## src/rtl/i4004_bus_pkg.sv

```systemverilog
// Shared constants and types for the MCS-4 bus initiator: phase encoding,
// opcode fields and the latched instruction record.
package i4004_bus_pkg;

    localparam logic [2:0] PH_A1 = 3'd0;
    localparam logic [2:0] PH_A2 = 3'd1;
    localparam logic [2:0] PH_A3 = 3'd2;
    localparam logic [2:0] PH_M1 = 3'd3;
    localparam logic [2:0] PH_M2 = 3'd4;
    localparam logic [2:0] PH_X1 = 3'd5;
    localparam logic [2:0] PH_X2 = 3'd6;
    localparam logic [2:0] PH_X3 = 3'd7;

    localparam logic [3:0] OPR_SRC = 4'h2;
    localparam logic [3:0] OPR_IO  = 4'hE;
    localparam logic [3:0] OPR_ACC = 4'hF;
    localparam logic [3:0] OPA_DCL = 4'hD;

    typedef struct packed {
        logic [3:0] opr;
        logic [3:0] opa;
        logic [7:0] operand;
        logic [3:0] acc;
    } instr_t;

    localparam instr_t NOP_INSTR = '0;

    function automatic logic [3:0] bank_sel(input logic [1:0] sel);
        return 4'b0001 << sel;
    endfunction

endpackage

```

## src/rtl/i4004_phase_seq.sv

```systemverilog
// Phase sequencer: sub-counter within a phase plus the 8-phase counter.
// Exposes both the current and the upcoming state so outputs can be registered.
module i4004_phase_seq
    import i4004_bus_pkg::*;
#(
    parameter int PHASE_CYCLES = 4
) (
    input  logic       sysclk,
    input  logic       reset_n,
    output logic [2:0] phase,
    output logic       last_tick,
    output logic [2:0] nxt_phase,
    output logic       nxt_last
);

    localparam int SW = (PHASE_CYCLES > 1) ? $clog2(PHASE_CYCLES) : 1;
    localparam logic [SW-1:0] SUB_LAST = SW'(PHASE_CYCLES - 1);

    logic          r_run;
    logic [SW-1:0] r_sub;
    logic [2:0]    r_phase;
    logic [SW-1:0] w_nxt_sub;
    logic [2:0]    w_nxt_phase;

    always_ff @(posedge sysclk or negedge reset_n) begin
        if (!reset_n) begin
            r_run   <= 1'b0;
            r_sub   <= '0;
            r_phase <= PH_A1;
        end else begin
            r_run   <= 1'b1;
            r_sub   <= w_nxt_sub;
            r_phase <= w_nxt_phase;
        end
    end

    // The first edge after reset only arms the sequencer; it lands on A1 tick 0.
    assign last_tick = r_run && (r_sub == SUB_LAST);

    always_comb begin
        w_nxt_sub   = r_sub;
        w_nxt_phase = r_phase;
        if (r_run) begin
            if (last_tick) begin
                w_nxt_sub   = '0;
                w_nxt_phase = r_phase + 3'd1;
            end else begin
                w_nxt_sub   = r_sub + SW'(1);
            end
        end
    end

    assign phase     = r_phase;
    assign nxt_phase = w_nxt_phase;
    assign nxt_last  = (w_nxt_sub == SUB_LAST);

endmodule

```

## src/rtl/i4004_bus_initiator.sv

```systemverilog
// MCS-4 bus master: runs one instruction per 8-phase cycle and drives the
// multiplexed nibble bus, SYNC and CM lines from registers only.
module i4004_bus_initiator
    import i4004_bus_pkg::*;
#(
    parameter int PHASE_CYCLES = 4
) (
    input  logic       sysclk,
    input  logic       reset_n,
    input  logic       req_valid,
    output logic       req_ready,
    input  logic [3:0] req_opr,
    input  logic [3:0] req_opa,
    input  logic [7:0] req_operand,
    input  logic [3:0] req_acc,
    output logic       rsp_valid,
    output logic [3:0] rsp_data,
    input  logic [3:0] data_in,
    output logic [3:0] data_out,
    output logic       data_oe,
    output logic       sync,
    output logic       cm_rom,
    output logic [3:0] cm_ram,
    output logic [2:0] phase
);

    logic [2:0]  w_phase;
    logic        w_last;
    logic [2:0]  w_nxt_phase;
    logic        w_nxt_last;

    instr_t      r_ir;
    logic [11:0] r_pc;
    logic [3:0]  r_bank;
    logic [3:0]  r_rsp_data;
    logic        r_rsp_valid;
    logic [3:0]  r_data_out;
    logic        r_data_oe;
    logic        r_sync;
    logic        r_cm_rom;
    logic [3:0]  r_cm_ram;
    logic        r_req_ready;

    instr_t      w_req;
    logic        w_src, w_io, w_wr, w_rd, w_dcl;
    logic        w_cyc_end, w_capture;
    logic [3:0]  w_out;
    logic        w_oe, w_rom;
    logic [3:0]  w_ram;

    i4004_phase_seq #(.PHASE_CYCLES(PHASE_CYCLES)) u_seq (
        .sysclk    (sysclk),
        .reset_n   (reset_n),
        .phase     (w_phase),
        .last_tick (w_last),
        .nxt_phase (w_nxt_phase),
        .nxt_last  (w_nxt_last)
    );

    assign w_req     = {req_opr, req_opa, req_operand, req_acc};
    assign w_src     = (r_ir.opr == OPR_SRC) && r_ir.opa[0];
    assign w_io      = (r_ir.opr == OPR_IO);
    assign w_wr      = w_io && !r_ir.opa[3];
    assign w_rd      = w_io && r_ir.opa[3];
    assign w_dcl     = (r_ir.opr == OPR_ACC) && (r_ir.opa == OPA_DCL);
    assign w_cyc_end = w_last && (w_phase == PH_X3);
    assign w_capture = w_last && (w_phase == PH_X2) && w_rd;

    always_ff @(posedge sysclk or negedge reset_n) begin
        if (!reset_n) begin
            r_ir        <= NOP_INSTR;
            r_pc        <= '0;
            r_bank      <= 4'b0001;
            r_rsp_data  <= '0;
            r_rsp_valid <= 1'b0;
        end else begin
            r_rsp_valid <= w_capture;
            if (w_capture)
                r_rsp_data <= data_in;
            if (w_last && (w_phase == PH_M2))
                r_pc <= r_pc + 12'd1;
            // Cycle boundary: retire DCL and latch the next instruction (NOP if none offered).
            if (w_cyc_end) begin
                if (w_dcl)
                    r_bank <= bank_sel(r_ir.acc[1:0]);
                r_ir <= (req_valid && r_req_ready) ? w_req : NOP_INSTR;
            end
        end
    end

    // Bus values for the phase the sequencer is about to enter.
    always_comb begin
        w_out = '0;
        w_oe  = 1'b0;
        w_rom = 1'b0;
        w_ram = '0;
        case (w_nxt_phase)
            PH_A1: begin w_out = r_pc[3:0];  w_oe = 1'b1; end
            PH_A2: begin w_out = r_pc[7:4];  w_oe = 1'b1; end
            PH_A3: begin w_out = r_pc[11:8]; w_oe = 1'b1; w_rom = 1'b1; end
            PH_M1: begin w_out = r_ir.opr;   w_oe = 1'b1; end
            PH_M2: begin
                w_out = r_ir.opa;
                w_oe  = 1'b1;
                if (w_io) begin
                    w_rom = 1'b1;
                    w_ram = r_bank;
                end
            end
            PH_X1: begin w_out = r_ir.opa; w_oe = 1'b1; end
            PH_X2: begin
                if (w_src) begin
                    w_out = r_ir.operand[7:4];
                    w_oe  = 1'b1;
                    w_ram = r_bank;
                end else if (w_wr) begin
                    w_out = r_ir.acc;
                    w_oe  = 1'b1;
                end
            end
            PH_X3: begin
                if (w_src) begin
                    w_out = r_ir.operand[3:0];
                    w_oe  = 1'b1;
                end
            end
            default: ;
        endcase
    end

    always_ff @(posedge sysclk or negedge reset_n) begin
        if (!reset_n) begin
            r_data_out  <= '0;
            r_data_oe   <= 1'b0;
            r_sync      <= 1'b0;
            r_cm_rom    <= 1'b0;
            r_cm_ram    <= '0;
            r_req_ready <= 1'b0;
        end else begin
            r_data_out  <= w_out;
            r_data_oe   <= w_oe;
            r_sync      <= (w_nxt_phase == PH_X3);
            r_cm_rom    <= w_rom;
            r_cm_ram    <= w_ram;
            r_req_ready <= (w_nxt_phase == PH_X3) && w_nxt_last;
        end
    end

    assign req_ready = r_req_ready;
    assign rsp_valid = r_rsp_valid;
    assign rsp_data  = r_rsp_data;
    assign data_out  = r_data_out;
    assign data_oe   = r_data_oe;
    assign sync      = r_sync;
    assign cm_rom    = r_cm_rom;
    assign cm_ram    = r_cm_ram;
    assign phase     = w_phase;

endmodule

```

## config.mk

```make
export PLATFORM = sky130hd
export DESIGN_NAME = i4004_bus_initiator
export DESIGN_NICKNAME = d
export VERILOG_FILES = /design/src/rtl/i4004_bus_pkg.sv /design/src/rtl/i4004_phase_seq.sv /design/src/rtl/i4004_bus_initiator.sv
export SDC_FILE = /design/constraint.sdc
export NUM_CORES = 1
export LEC_CHECK = 0
export ABC_CLOCK_PERIOD_IN_PS = 2500
export BUFFER_PORTS_ARGS = -buffer_cell sky130_fd_sc_hd__buf_2
export CAP_MARGIN = 0
export CORE_MARGIN = 1
export CORE_UTILIZATION = 31
export CTS_CLUSTER_DIAMETER = 50
export CTS_CLUSTER_SIZE = 28
export DETAILED_ROUTE_END_ITERATION = 8
export HOLD_SLACK_MARGIN = 0.03
export PLACE_DENSITY = 0.46
export SLEW_MARGIN = 25
export SYNTH_ARGS = -nofsm -noshare
export SYNTH_HDL_FRONTEND = slang
export SYNTH_SLANG_ARGS = --single-unit
```

## constraint.sdc

```tcl
create_clock -name sysclk -period 2.5 [get_ports sysclk]
set_clock_uncertainty 0.05 [all_clocks]
set_input_delay 0.625 -clock sysclk [delete_from_list [all_inputs] [get_ports sysclk]]
set_output_delay 0.625 -clock sysclk [all_outputs]
set_load 0.05 [all_outputs]
```

Word level (Yosys, flattened, before mapping)
Cells that the tools add are included.
{"block": "totals", "ff_bits": 59, "latch_bits": 0, "ramBits": 0, "mem_bits_ro": 0, "inputBits": 27, "out_inout_bits": 20, "wordCells": 71, "memories": 0}
{"block": "classes", "n_addsub": 3, "mul": 0, "div": 0, "n_lt_le_gt_ge": 0, "eq_ne": 16, "shifts": 1, "mux": 18, "bitwise_logic": 0, "n_reduce_logical": 16}
{"operator": "case mux 4 bit (7 select lines)", "n": 1}
{"operator": "equality test 3 bit, second input constant", "n": 7}
{"operator": "two-way mux 20 bit", "n": 1}
{"operator": "two-way mux 4 bit", "n": 5}
{"operator": "adder 12 x 1 -> 12 bit, second input constant", "n": 1}
{"operator": "equality test 4 bit, second input constant", "n": 3}
{"operator": "logical AND 1 bit", "n": 11}
{"operator": "case mux 4 bit (2 select lines)", "n": 1}
{"operator": "equality test 3 x 2 -> 1 bit, second input constant", "n": 2}
{"operator": "two-way mux 3 bit", "n": 2}
{"operator": "OR reduction 6 bit", "n": 1}
{"operator": "equality test 2 bit, second input constant", "n": 2}
{"operator": "equality test 4 x 2 -> 1 bit, second input constant", "n": 1}
{"operator": "two-way mux 1 bit", "n": 4}
{"operator": "two-way mux 2 bit", "n": 2}
{"operator": "<< shifter 1 x 2 -> 4 bit, first input constant", "n": 1}
{"operator": "adder 3 x 1 -> 3 bit, second input constant", "n": 1}
{"operator": "equality test 3 x 1 -> 1 bit, second input constant", "n": 1}
{"operator": "zero test 3 bit", "n": 1}
{"operator": "case mux 1 bit (3 select lines)", "n": 1}
{"operator": "adder 2 x 1 -> 2 bit, second input constant", "n": 1}
{"operator": "case mux 1 bit (2 select lines)", "n": 1}
{"operator": "AND reduction 2 bit", "n": 1}
{"operator": "OR reduction 2 bit", "n": 1}
{"operator": "zero test 1 bit", "n": 1}

Longest topological paths before layout
{"block": "logic_depth", "depth_word": 7, "depth_mapped": 9, "ltp_nobuf": 7}

Hierarchy
From an unflattened synthesis, not the netlist that was laid out.
{"block": "unflattened", "cells_unflattened": 270, "hier_area_um2": 2682.6}
{"mod": "i4004_bus_initiator", "n_inst": 1, "cells_per_inst": 249, "area_each_um2": 2409.8, "seq_area_each_um2": 1327.5}
{"mod": "i4004_phase_seq", "n_inst": 1, "cells_per_inst": 21, "area_each_um2": 272.8, "seq_area_each_um2": 150.1}

Least setup slack after synthesis
Ideal clock, no wire load.
{"block": "synth_timing", "kind": "flip-flop to flip-flop", "from": "register u_seq.r_phase[0], in the netlist u_seq.phase[0]", "to": "register r_data_out[0], in the netlist data_out[0]", "setup_time_ps": 138, "t_arrival_ps": 2317, "t_required_ps": 2312, "path_slack_ps": -5, "stages_incl_launch_ff": 9, "path_buffers": 1, "synth_period_minus_slack_ps": 2505, "path_cell_list": "dfrtp_1 > buf_2 > inv_2 > ha_1 > nor2b_1 > a211o_1 > a222oi_1 > nand2b_1 > a41oi_1"}
{"block": "synth_via", "elab_chain_len": 6, "elab_cells_between_ends": 13, "classes_between": "1 x add/sub; 7 x eq/ne; 3 x mux; 2 x reduce/logical"}
{"element": "start, declared", "line": "i4004_phase_seq.sv:21", "text": "logic [2:0] r_phase;"}
{"element": "start signal, assigned", "line": "i4004_phase_seq.sv:33", "text": "r_phase <= w_nxt_phase;"}
{"element": "adder 3 x 1 -> 3 bit", "line": "i4004_phase_seq.sv:46", "text": "w_nxt_phase = r_phase + 3'd1;"}
{"element": "two-way mux 3 bit", "line": "i4004_phase_seq.sv:44", "text": "if (last_tick) begin"}
{"element": "two-way mux 3 bit *", "line": "i4004_phase_seq.sv:43", "text": "if (r_run) begin"}
{"element": "equality test 3 bit", "line": "i4004_bus_initiator.sv:97", "text": "case (w_nxt_phase)"}
{"element": "OR reduction 2 bit (no line)"}
{"element": "case mux 4 bit (7 select lines) *", "line": "i4004_bus_initiator.sv:97"}
{"element": "named net w_out[0]", "line": "i4004_bus_initiator.sv:47", "text": "logic [3:0] w_out;"}
{"element": "end signal, assigned", "line": "i4004_bus_initiator.sv:140", "text": "r_data_out <= w_out;"}
{"element": "end, declared", "line": "i4004_bus_initiator.sv:37", "text": "logic [3:0] r_data_out;"}
Mark *: on every way through the listed nets, which the timed path passes. The rest lies on a longest branch.
A chain may end at the register's enable or synchronous reset.

Worst setup path in the final report
{"block": "layout_timing", "from": "register u_seq.r_phase[0], in the netlist u_seq.phase[0]", "to": "register r_data_out[0], in the netlist data_out[0]"}
{"block": "layout_via", "elab_chain_len": 6, "elab_cells_between_ends": 13, "classes_between": "1 x add/sub; 7 x eq/ne; 3 x mux; 2 x reduce/logical"}
{"element": "adder 3 x 1 -> 3 bit *", "line": "i4004_phase_seq.sv:46"}
{"element": "two-way mux 3 bit *", "line": "i4004_phase_seq.sv:44"}
{"element": "two-way mux 3 bit *", "line": "i4004_phase_seq.sv:43"}
{"element": "named net u_seq.nxt_phase[2]", "line": "i4004_phase_seq.sv:12", "text": "output logic [2:0] nxt_phase,"}
{"element": "equality test 3 bit", "line": "i4004_bus_initiator.sv:97"}
{"element": "OR reduction 2 bit (no line)"}
{"element": "case mux 4 bit (7 select lines) *", "line": "i4004_bus_initiator.sv:97"}
{"element": "named net w_out[0]", "line": "i4004_bus_initiator.sv:47"}
Marked as above.

==> impl_metrics.env <==
export IMPL_ys_seq_area_share_pct=53.0
export IMPL_crit_top_cell="ha_1"
export IMPL_max_slew_worst_pin_slew_ns=0.714
export IMPL_synthArstFlopShare_pct=100
export IMPL_critical_path_slowest_cell="dfrtp_2"
export IMPL_yosys_warnings=0
export IMPL_ys_ff_latch=59
export IMPL_place_port_buffers=46
export IMPL_routedWlPerCell_um=14.6
export IMPL_synthSimpleGateAreaFrac_pct=20.9
export IMPL_synth_edf_count=0
export IMPL_routed_wl_um=6490
export IMPL_fmax_mhz=433
export IMPL_setup_viol=0
export IMPL_ant_nets=0
export IMPL_slew_headroom_pct=52.4
export IMPL_fin_crit_ns=2.31
export IMPL_synth_top_family_by_area="simple AND/OR/NAND/NOR gates"
export IMPL_die_y_um=96.9
export IMPL_required_ns=2.65
export IMPL_clk_latency_ns=0.34
export IMPL_crit_end="data_out[0]$_DFF_PN0_"
export IMPL_muxShareOfSynthArea_pct=2.87
export IMPL_grt_pass1_vias=2219
export IMPL_reg2reg_depth=7
export IMPL_dp_hpwl_um=4790
export IMPL_first_pass_iters=4
export IMPL_place_congestion=0.788
export IMPL_antenna_cells=0
export IMPL_placement_rows=34
export IMPL_htreeDepth=3
export IMPL_yosysUniqueCellTypes=48
export IMPL_fin_setup_tns_ns=0
export IMPL_n_fill_cell=889
export IMPL_worst_path_buf_inv=1
export IMPL_hold_path_class="in2async"
export IMPL_hold_viol_final=0
export IMPL_antenna_found_initial=0
export IMPL_timing_rr_end="data_out[0]$_DFF_PN0_"
export IMPL_cp_depth=7
export IMPL_syn_to_final_growth_pct=21.4
export IMPL_clock_tree_root_cell="clkbuf_8"
export IMPL_num_nets_final=365
export IMPL_cts_tree="done"
export IMPL_crit_start="u_seq.phase[0]$_DFF_PN0_"
export IMPL_drc=0
export IMPL_ir_worst_vdd_mv=0.470
export IMPL_postCtsHoldBufs=0
export IMPL_p_leak_nw=1.59
export IMPL_fin_area_mm2=0.00339
export IMPL_gr_total_overflow=0
export IMPL_yosys_cell_count_top_type="nand2_1"
export IMPL_fp_dieArea_mm2=0.00938
export IMPL_netlist_area_mm2=0.00279
export IMPL_rsz0062_at_grt="no"
export IMPL_cts_clk_slew_worst_paths_ns=0.07
export IMPL_path_delay_family="simple AND/OR/NAND/NOR gates"
export IMPL_finalCritPeriodShare_pct=92.4
export IMPL_reg2reg_from="u_seq.phase[0]$_DFF_PN0_"
export IMPL_post_cts_buffers=0
export IMPL_drive_gt1_share_pct=24.9
export IMPL_cts_buffers=9
export IMPL_crit_chain="ha_1 -> ha_1 -> mux2i_2 -> inv_2 -> or3_1 -> nor2_1 -> a41oi_1"
export IMPL_netlist_instances=281
export IMPL_ys_flop_type="dfrtp_1"
export IMPL_max_cap_viol_count=0
export IMPL_yosysTopAreaCell="dfrtp_1"
export IMPL_vias=2139
export IMPL_grt_pass1_wl_um=11200
export IMPL_start_kind="register"
export IMPL_post_cts_resized=0
export IMPL_io_pins=47
export IMPL_crit_arrival_ns=2.47
export IMPL_viasPerCell=4.81
export IMPL_synth_area_top_cells="dfrtp_1 52%, nand2_1 8.3%, o21ai_0 3.8%"
export IMPL_critPathMaxStageDelay_ns=0.52
export IMPL_core_area_mm2=0.00872
export IMPL_critPathCaptureType="register"
export IMPL_p_per_area_mw_per_mm2=1130
export IMPL_fp_dieW_um=96.9
export IMPL_reg2reg_slack_ns=0.19
export IMPL_synth_area_per_cell_um2=9.93
export IMPL_grt_max_degree=41
export IMPL_synth_commonest_cells="62 x nand2_1, 58 x dfrtp_1, 21 x o21ai_0"
export IMPL_synth_nets=314
export IMPL_status="complete, no violations"
export IMPL_place_area_mm2=0.00316
export IMPL_initial_core_util_pct=32.0
export IMPL_yosys_area_share_xor_xnor_pct=4.35
export IMPL_cts_sinks=59
export IMPL_synth_top_area_share_pct=52.0
export IMPL_crit_type="reg2reg"
export IMPL_crit_path_max_fanout=15
export IMPL_synth_compound_area_share_pct=13.5
export IMPL_cts_buffer_depth=2
export IMPL_slew_violations=0
export IMPL_first_iter_violations=79
export IMPL_synthAdderAreaFrac_pct=2.69
export IMPL_grtUsageTotal_pct=15.4
## registers in the layout (all words and copies together), names as in the netlist
name,cells
rsp_data,4
cm_rom,1
data_out,4
u_seq.phase,3
rsp_valid,1
r_bank,4
u_seq.r_run,1
sync,1
cm_ram,4
r_pc,12
r_ir,20
req_ready,1
data_oe,1
u_seq.r_sub,2
## report_power, final
group	internal [mW]	switching (mW)	total [mW]
clock	0.614	0.372	0.986
combinational	0.512	0.833	1.35
sequential	1.21	0.288	1.50
## per-layer routing
layer,vias up,wire [um],track usage (%)
met5,-,0,0
met4,0,61,5.51
met3,4,311,4.91
met2,47,2960,23.4
met1,1008,3160,20.4
li1,1080,-,-
## layout make-up
class,count,area [um^2],share of cell area [%]
multi-input cells,205,1240,36.6
clock buffers,12,155,4.58
inverters,5,18.8,0.554
well taps,108,135,3.99
flip-flops and latches,59,1480,43.6
clock inverters,4,72.6,2.14
repair buffers,52,288,8.49
## worst min-delay path by stage
stage,endpoint,start,cells after the start
after CTS,r_pc[9]$_DFFE_PN0P_,reset_n,1
after floorplan,cm_ram[0]$_DFF_PN0_,reset_n,0
final,u_seq.r_run$_DFF_PN0_,reset_n,1
after global placement,r_ir[11]$_DFFE_PN0P_,r_ir[11]$_DFFE_PN0P_,2
after detailed placement,r_bank[1]$_DFFE_PN0P_,r_bank[1]$_DFFE_PN0P_,2
after global routing,u_seq.r_sub[0]$_DFF_PN0_,reset_n,1
## cells by family (layout without fill, tap and decap cells)
| logic type | Yosys count | after routing |
|---|---|---|
| simple gates | 120 | 120 |
| flops | 59 | 59 |
| compound gates | 58 | 58 |
| buf+inv | 17 | 73 |
| xor+xnor | 13 | 13 |
| mux | 7 | 7 |
| fa+ha+maj | 6 | 6 |
| other cells | 1 | 1 |
## through the flow
stage / setup WS (ns) / util (%) / hold slack (ns) / std cells / total power [mW]
floorplan: 0.0769 / - / 0.279 / 281 / 2.46
global placement: 0.187 / 36.2 / 0.418 / 429 / 2.85
detailed placement: 0.229 / 36.2 / 0.419 / 429 / 2.86
CTS: 0.199 / 38.9 / 0.100 / 445 / 3.87
global route: 0.0349 / 38.9 / 0.109 / 445 / 4.12
finish: 0.189 / 38.9 / 0.103 / 445 / 3.83
## placed cells by master, fill, tap and decap left out, drive strengths merged, types with 3 or more instances in the layout
master  instances
a21oi           5
o32a            3
and2           10
buf            52
nand4           4
and3            5
inv             5
o22ai           4
o21ai          27
nor2           11
a22oi           6
nand2b          6
nand3           4
xor2            5
dfrtp          58
mux2            5
nor3            4
clkbuf         12
o31ai           3
a22o            3
nand2          63
or3             3
xnor2           8
ha              6
No activity file was read; power rests on OpenSTA's default activity.
